<file path="src/rtl/mem_access_if.sv">
// rtl/mem_access_if.sv - data-memory req/ack port bundle
//
// Purpose: groups the req/ack data-memory port driven by mem_access.
// Signals:
//   dm_req   request, held until dm_ack or timeout
//   dm_we    1 = store, 0 = load
//   dm_addr  word-aligned address
//   dm_wdata lane-replicated store data
//   dm_be    byte enables
//   dm_ack   completion from memory; dm_rdata valid with it
//   dm_rdata read word
// Modports: master (the access stage), slave (the memory).
interface mem_access_if;
  logic        dm_req;
  logic        dm_we;
  logic [31:0] dm_addr;
  logic [31:0] dm_wdata;
  logic [3:0]  dm_be;
  logic        dm_ack;
  logic [31:0] dm_rdata;

  modport master (
    output dm_req, dm_we, dm_addr, dm_wdata, dm_be,
    input  dm_ack, dm_rdata
  );

  modport slave (
    input  dm_req, dm_we, dm_addr, dm_wdata, dm_be,
    output dm_ack, dm_rdata
  );
endinterface

</file>
<file path="src/rtl/mem_access.sv">
// rtl/mem_access.sv - pipeline memory-access stage with req/ack data port
//
// Purpose: turns the EX result into a single data-memory transfer, stalls
// the pipeline while it is outstanding, formats load data and flags
// misaligned accesses and bus timeouts.
// Ports:
//   i_clk, i_rst_n      clock, asynchronous active-low reset
//   i_valid_in, i_flush instruction valid / kill from EX
//   i_mem_rd, i_mem_wr  load / store
//   i_mem_size          00 byte, 01 half, 10 word, 11 reserved
//   i_mem_unsigned      zero-extend loads
//   i_c, i_rf_rd2       effective address, store data
//   dm                  data-memory port (mem_access_if.master)
//   o_stall, o_done     hold upstream / one-cycle completion pulse
//   o_ld_data           formatted load result
//   o_misalign_err      one-cycle pulse, misaligned access rejected
//   o_bus_err           one-cycle pulse, no ack within TIMEOUT cycles
module mem_access #(
  parameter int TIMEOUT = 16,
  parameter int CNT_W   = 5
) (
  input  logic        i_clk,
  input  logic        i_rst_n,
  input  logic        i_valid_in,
  input  logic        i_flush,
  input  logic        i_mem_rd,
  input  logic        i_mem_wr,
  input  logic [1:0]  i_mem_size,
  input  logic        i_mem_unsigned,
  input  logic [31:0] i_c,
  input  logic [31:0] i_rf_rd2,
  mem_access_if.master dm,
  output logic        o_stall,
  output logic        o_done,
  output logic [31:0] o_ld_data,
  output logic        o_misalign_err,
  output logic        o_bus_err
);

  typedef enum logic [1:0] {S_IDLE, S_REQ, S_DONE} state_t;

  localparam logic [CNT_W-1:0] LP_LAST = CNT_W'(TIMEOUT - 1);

  state_t           r_state, w_next;
  logic             r_req, r_we, r_uns, r_misalign, r_bus_err;
  logic [31:0]      r_addr, r_wdata, r_ld;
  logic [3:0]       r_be;
  logic [1:0]       r_size, r_off;
  logic [CNT_W-1:0] r_cnt;

  logic        w_mem_op, w_aligned, w_start, w_ack_take, w_timeout;
  logic [3:0]  w_be;
  logic [31:0] w_wdata, w_shift, w_ld_fmt;

  assign w_mem_op = i_valid_in & ~i_flush & (i_mem_rd | i_mem_wr);

  always_comb begin
    w_aligned = 1'b0;
    w_be      = 4'b1111;
    w_wdata   = i_rf_rd2;
    case (i_mem_size)
      2'b00: begin
        w_aligned = 1'b1;
        w_be      = 4'b0001 << i_c[1:0];
        w_wdata   = {4{i_rf_rd2[7:0]}};
      end
      2'b01: begin
        w_aligned = ~i_c[0];
        w_be      = i_c[1] ? 4'b1100 : 4'b0011;
        w_wdata   = {2{i_rf_rd2[15:0]}};
      end
      2'b10:   w_aligned = (i_c[1:0] == 2'b00);
      default: w_aligned = 1'b0;
    endcase
  end

  assign w_start = w_mem_op & w_aligned;

  // Move the addressed byte/half down to bit 0; word accesses have r_off==0.
  assign w_shift = dm.dm_rdata >> {r_off, 3'b000};

  always_comb begin
    case (r_size)
      2'b00:   w_ld_fmt = {{24{~r_uns & w_shift[7]}}, w_shift[7:0]};
      2'b01:   w_ld_fmt = {{16{~r_uns & w_shift[15]}}, w_shift[15:0]};
      default: w_ld_fmt = w_shift;
    endcase
  end

  always_ff @(posedge i_clk or negedge i_rst_n) begin
    if (!i_rst_n) r_state <= S_IDLE;
    else          r_state <= w_next;
  end

  always_comb begin
    w_next     = r_state;
    w_ack_take = 1'b0;
    w_timeout  = 1'b0;
    o_stall    = 1'b0;
    o_done     = 1'b0;
    case (r_state)
      S_IDLE: begin
        o_stall = w_start;
        if (w_start) w_next = S_REQ;
      end
      S_REQ: begin
        o_stall = 1'b1;
        if (dm.dm_ack) begin
          w_ack_take = 1'b1;
          w_next     = S_DONE;
        end else if (r_cnt == LP_LAST) begin
          w_timeout = 1'b1;
          w_next    = S_DONE;
        end
      end
      // Inputs still describe the finished instruction here, so no start.
      S_DONE: begin
        o_done = 1'b1;
        w_next = S_IDLE;
      end
      default: w_next = S_IDLE;
    endcase
  end

  always_ff @(posedge i_clk or negedge i_rst_n) begin
    if (!i_rst_n) begin
      r_req      <= 1'b0;
      r_we       <= 1'b0;
      r_addr     <= '0;
      r_wdata    <= '0;
      r_be       <= '0;
      r_size     <= '0;
      r_uns      <= 1'b0;
      r_off      <= '0;
      r_cnt      <= '0;
      r_ld       <= '0;
      r_misalign <= 1'b0;
      r_bus_err  <= 1'b0;
    end else begin
      r_misalign <= (r_state == S_IDLE) & w_mem_op & ~w_aligned;
      r_bus_err  <= w_timeout;
      if ((r_state == S_IDLE) && w_start) begin
        r_req   <= 1'b1;
        r_we    <= i_mem_wr;
        r_addr  <= {i_c[31:2], 2'b00};
        r_be    <= i_mem_wr ? w_be : 4'b1111;
        r_wdata <= i_mem_wr ? w_wdata : 32'd0;
        r_size  <= i_mem_size;
        r_uns   <= i_mem_unsigned;
        r_off   <= i_c[1:0];
        r_cnt   <= '0;
      end
      if (w_ack_take) begin
        r_req <= 1'b0;
        if (!r_we) r_ld <= w_ld_fmt;
      end else if (w_timeout) begin
        r_req <= 1'b0;
        r_ld  <= '0;
      end else if (r_state == S_REQ) begin
        r_cnt <= r_cnt + 1'b1;
      end
    end
  end

  assign dm.dm_req      = r_req;
  assign dm.dm_we       = r_we;
  assign dm.dm_addr     = r_addr;
  assign dm.dm_wdata    = r_wdata;
  assign dm.dm_be       = r_be;
  assign o_ld_data      = r_ld;
  assign o_misalign_err = r_misalign;
  assign o_bus_err      = r_bus_err;

endmodule

</file>
<file path="src/flat_wrapper.sv">
// flat-port wrapper written by rule: the top's interface ports become plain ports
module mem_access_flat 
#(
  parameter int TIMEOUT = 16,
  parameter int CNT_W   = 5
)
  (i_clk, i_rst_n, i_valid_in, i_flush, i_mem_rd, i_mem_wr, i_mem_size, i_mem_unsigned, i_c, i_rf_rd2, o_stall, o_done, o_ld_data, o_misalign_err, o_bus_err, dm_dm_req, dm_dm_we, dm_dm_addr, dm_dm_wdata, dm_dm_be, dm_dm_ack, dm_dm_rdata);
  mem_access_if dm_i ();
  input  logic i_clk;
  input  logic i_rst_n;
  input  logic i_valid_in;
  input  logic i_flush;
  input  logic i_mem_rd;
  input  logic i_mem_wr;
  input  logic [1:0] i_mem_size;
  input  logic i_mem_unsigned;
  input  logic [31:0] i_c;
  input  logic [31:0] i_rf_rd2;
  output logic o_stall;
  output logic o_done;
  output logic [31:0] o_ld_data;
  output logic o_misalign_err;
  output logic o_bus_err;
  output wire logic [$bits(dm_i.dm_req)-1:0] dm_dm_req;
  output wire logic [$bits(dm_i.dm_we)-1:0] dm_dm_we;
  output wire logic [$bits(dm_i.dm_addr)-1:0] dm_dm_addr;
  output wire logic [$bits(dm_i.dm_wdata)-1:0] dm_dm_wdata;
  output wire logic [$bits(dm_i.dm_be)-1:0] dm_dm_be;
  input wire logic [$bits(dm_i.dm_ack)-1:0] dm_dm_ack;
  input wire logic [$bits(dm_i.dm_rdata)-1:0] dm_dm_rdata;
  assign dm_dm_req = dm_i.dm_req;
  assign dm_dm_we = dm_i.dm_we;
  assign dm_dm_addr = dm_i.dm_addr;
  assign dm_dm_wdata = dm_i.dm_wdata;
  assign dm_dm_be = dm_i.dm_be;
  assign dm_i.dm_ack = dm_dm_ack;
  assign dm_i.dm_rdata = dm_dm_rdata;
  mem_access #(.TIMEOUT(TIMEOUT), .CNT_W(CNT_W)) u_core (.i_clk(i_clk), .i_rst_n(i_rst_n), .i_valid_in(i_valid_in), .i_flush(i_flush), .i_mem_rd(i_mem_rd), .i_mem_wr(i_mem_wr), .i_mem_size(i_mem_size), .i_mem_unsigned(i_mem_unsigned), .i_c(i_c), .i_rf_rd2(i_rf_rd2), .dm(dm_i), .o_stall(o_stall), .o_done(o_done), .o_ld_data(o_ld_data), .o_misalign_err(o_misalign_err), .o_bus_err(o_bus_err));
endmodule
</file>
<file path="config.mk">
export PLATFORM = sky130hd
export DESIGN_NAME = mem_access_flat
export DESIGN_NICKNAME = d
export VERILOG_FILES = /design/src/rtl/mem_access_if.sv /design/src/rtl/mem_access.sv /design/src/flat_wrapper.sv
export SDC_FILE = /design/constraint.sdc
export NUM_CORES = 1
export LEC_CHECK = 0
export ABC_AREA = 1
export ABC_CLOCK_PERIOD_IN_PS = 2950
export BUFFER_PORTS_ARGS = -buffer_cell sky130_fd_sc_hd__buf_4
export CAP_MARGIN = 30
export CORE_UTILIZATION = 43
export DETAILED_ROUTE_END_ITERATION = 16
export PLACE_DENSITY_LB_ADDON = 0.15
export SYNTH_ARGS = -nofsm -noshare
export SYNTH_HDL_FRONTEND = slang
export SYNTH_SLANG_ARGS = --single-unit
</file>
<file path="constraint.sdc">
create_clock -name i_clk -period 2.95 [get_ports i_clk]
set_input_delay 0.1475 -clock i_clk [delete_from_list [all_inputs] [get_ports i_clk]]
set_output_delay 0.1475 -clock i_clk [all_outputs]
set_load 0.01 [all_outputs]
</file>
==> summary.log <==
INFO  layout         finalInstanceArea=0.00835mm^2
INFO  setup_path     worst_r2r_path_depth=6
INFO  die            core-area=0.0128mm^2
INFO  clock_tree     setup_fix_bufs_post_cts=0
INFO  sta            worst_slew_margin_rel=51.8%
INFO  setup_path     crit_path_cell_trace=dlygate4sd3_1 > buf_4 > nor2_1 > o21ai_2 > inv_2 > nand2_2 > nand2_1 > buf_4
INFO  layout         final_nets=1,083
INFO  yosys          synthesis.area_per_instance=7.71um^2
INFO  sta            fin_worst_hold_slack=0.0418ns
INFO  drt            first_iter_violations=434
INFO  yosys          synth_seq_area_share=49.8%
INFO  clock_tree     clk_pin_slew_worst_paths=0.05ns
INFO  die            die-area=0.0138mm^2
INFO  yosys          yosys_most_used_dff=dfrtp_1
INFO  die            ioPinCount=212
INFO  layout         layout-area-overhead-vs-synth=45.8%
INFO  drt            avgViaCountPerCell=4.82
INFO  status         status=completed
INFO  yosys          syn_inst=743
INFO  drt            routed_wirelength=16,000um
INFO  sta            final_max_slew_viol_count=0
INFO  sta            period_needed=2.09ns
INFO  drt            detail_route.drc_violations=0
INFO  yosys          synthesis.area=0.00573mm^2
INFO  setup_path     worst_setup_path_start_kind=primary input
INFO  placed_design  port_buffers=209
INFO  setup_path     timing.critical_path.to_type=primary output
INFO  global_routing grt_pass1_wl=26,500um
INFO  sta            summed_negative_setup_slack_over_all_endpoints=0ns
INFO  yosys          async_flop_share=100%
INFO  setup_path     worst-endpoint-required=2.80ns
INFO  die            starting_utilization_of_the_core_area=44.7%
INFO  global_routing grt_max_degree=115
INFO  power          cellLeakagePower=4.56nW
INFO  setup_path     path_max_fanout=29
INFO  drt            vias=5,589
INFO  clock_tree     cts_max_path_buffers=2
INFO  die            dieHeight=117um
INFO  clock_tree     clockRootBuffer=clkbuf_16
INFO  placed_design  globalplace.congestion=0.830
INFO  yosys          synth.distinct_cells=32
INFO  sta            rsz_0062_raised_after_global_routing=false
INFO  global_routing globalRouteOverflowTotal=0
INFO  clock_tree     tritoncts=built
INFO  sta            maximum_clock_rate=479MHz
INFO  run            max-cap-violations=0
INFO  setup_path     crit_path_category=primary input to primary output
INFO  setup_path     timing.critical_path.arrival=1.94ns
INFO  sta            report.final.hold_viol_count=0
INFO  min_path       min-delay-path-class=primary input to flop
INFO  clock_tree     clock-sinks=114
INFO  clock_tree     clkLatencyLatePin=0.41ns
INFO  drt            drt_first_pass_iters=5
INFO  clock_tree     cts-htree-levels=4
INFO  global_routing globalRouteTotalUtil=24.4%
INFO  min_path       hold_path_depth=4
INFO  global_routing vias_in_the_first_global_route=5,405
INFO  yosys          yosys_warnings=0
INFO  layout         count_of_inserted_antenna_diode_cells=0
INFO  yosys          synth_enable_flop_cells=0
INFO  sta            post-route-period-util=70.8%
INFO  die            fp-row-count=41
INFO  sta            minimum_setup_slack_in_the_final_design=0.862ns
INFO  setup_path     crit_path_frequent_cell=buf_4
INFO  setup_path     cpPeakStageDelay=0.56ns
INFO  placed_design  dpl_cell_area=0.00729mm^2
INFO  power          peakVddDrop=0.000354V
INFO  layout         fraction_of_final_layout_cells_sized_beyond_drive_strength_1=28.3%
INFO  power          p_per_area=799mW/mm^2
INFO  placed_design  post-dp-hpwl=10,700um
INFO  drt            avgRoutedWirePerCell=13.8um
INFO  sta            setup_viol=0
INFO  setup_path     worst_path_max_delay_cell=dlygate4sd3_1
INFO  placed_design  placement.setup.worst_slack=1.02ns
INFO  power          post_layout_total_power=6.67mW
INFO  global_routing grt_antenna_before_repair=0
INFO  sta            finalClockSkew=0.00773ns
INFO  die            die_x=117um
INFO  clock_tree     tritoncts.num_buffers=17
INFO  drt            antenna_left=0
INFO  sta            worst_slew_pin_slew=0.722ns
INFO  yosys          ys_ff_latch=114
## flip-flops by register name (all words and copies together), names as in the netlist
signal	flops
u_core.dm.dm_addr	30
u_core.dm.dm_be	4
u_core.dm.dm_req	1
u_core.dm.dm_wdata	32
u_core.dm.dm_we	1
u_core.o_bus_err	1
u_core.o_ld_data	32
u_core.o_misalign_err	1
u_core.r_cnt	5
u_core.r_off	2
u_core.r_size	2
u_core.r_state	2
u_core.r_uns	1
## metal layers
layer  vias up  global-route usage, %  share of wire (%)
met2       208                   39.0                 47
met3        31                   8.03                7.5
met4         0                   9.90                2.5
met5         -                      0                  0
met1      2540                   30.2                 43
li1       2810                      -                  -
## logic make-up (layout without fill, tap and decap cells)
logic type | Yosys count | after routing | synth area share, %
xor+xnor | 2 | 2 | 0.306
buf+inv | 85 | 328 | 7.89
flops | 114 | 114 | 49.8
other cells | 1 | 2 | 0.0655
compound gates | 75 | 75 | 7.80
fa+ha+maj | 2 | 2 | 0.437
simple gates | 464 | 464 | 33.7
## cell type report
class                           count  area [um^2]
Fill cell                        1122         4480
Sequential cell                   114         2850
Multi-Input combinational cell    545         2430
Timing Repair Buffer              259         2080
Clock buffer                       22          474
Tap cell                          172          215
Clock inverter                      9          154
Inverter                           38          143
## placed cells by master, fill, tap and decap left out, types with 2 or more instances in the layout
cell and n:
inv_2 6, buf_12 2, ha_1 2, nand3_4 2, conb_1 2, clkinv_2 2, clkinvlp_4 2, nand2_1 360
o21ai_0 30, nor2_4 2, buf_4 214, clkbuf_16 17, o2111ai_1 2, o211ai_1 22, or2_2 15, clkbuf_8 3
o21ai_1 10, dfrtp_1 114, a21oi_1 8, nor2_1 14, inv_1 31, nor2_2 2, nand2_2 3, nand3_1 62
bufinv_16 4, o21ai_2 2, clkbuf_1 2, dlygate4sd3_1 43
## cell usage after synthesis (all sizes together) (2+ instances only)
master / instances / area (um^2)
nand2: 364 / 1380
dfrtp: 114 / 2850
nand3: 64 / 345
o21ai: 42 / 218
buf: 38 / 274
inv: 37 / 139
o211ai: 22 / 165
nor2: 18 / 82.6
or2: 15 / 93.8
clkbuf: 9 / 35.0
a21oi: 8 / 40.0
ha: 2 / 25.0
nand4: 2 / 18.8
o2111ai: 2 / 17.5
## critical path: cells and delay by family
family	cells	cell delay, ns
AO/OA/AOI/OAI	1	0.12
buffers and inverters	4	0.93
AND/OR/NAND/NOR	3	0.72
## power breakdown
part	total, mW	internal, mW	switching [mW]
clock network	2.18	1.47	0.712
logic	2.13	1.01	1.12
registers	2.35	2.03	0.324
## final timing paths
| kind | from | end | slack (ns) |
|---|---|---|---|
| worst max-delay path | i_mem_size[1] | o_stall | 0.86 |
| worst min-delay path | dm_dm_ack | u_core.o_bus_err | 0.04 |
| worst max register to register | u_core.r_off[1] | u_core.o_ld_data[28] | 1.01 |
| worst min register to register | u_core.dm.dm_addr[22] | u_core.dm.dm_addr[22] | 0.47 |
| max in group asynchronous | i_rst_n | u_core.o_ld_data[19] | 2.13 |
| min in group asynchronous | i_rst_n | u_core.o_ld_data[8] | 0.31 |
## what timing repair did
action,in CTS,in global routing
hold buffers,43,0
gates resized for setup,0,0
endpoints found under the hold margin,156,0
## metrics by stage
| step | util [%] | std cells |
|---|---|---|
| global placement | 56.8 | 1085 |
| CTS | 65.1 | 1159 |
| floorplan | - | 744 |
| global route | 65.1 | 1159 |
| detailed placement | 56.8 | 1085 |
| finish | 65.1 | 1159 |
Note: power is estimated with default switching activity, not from simulation.
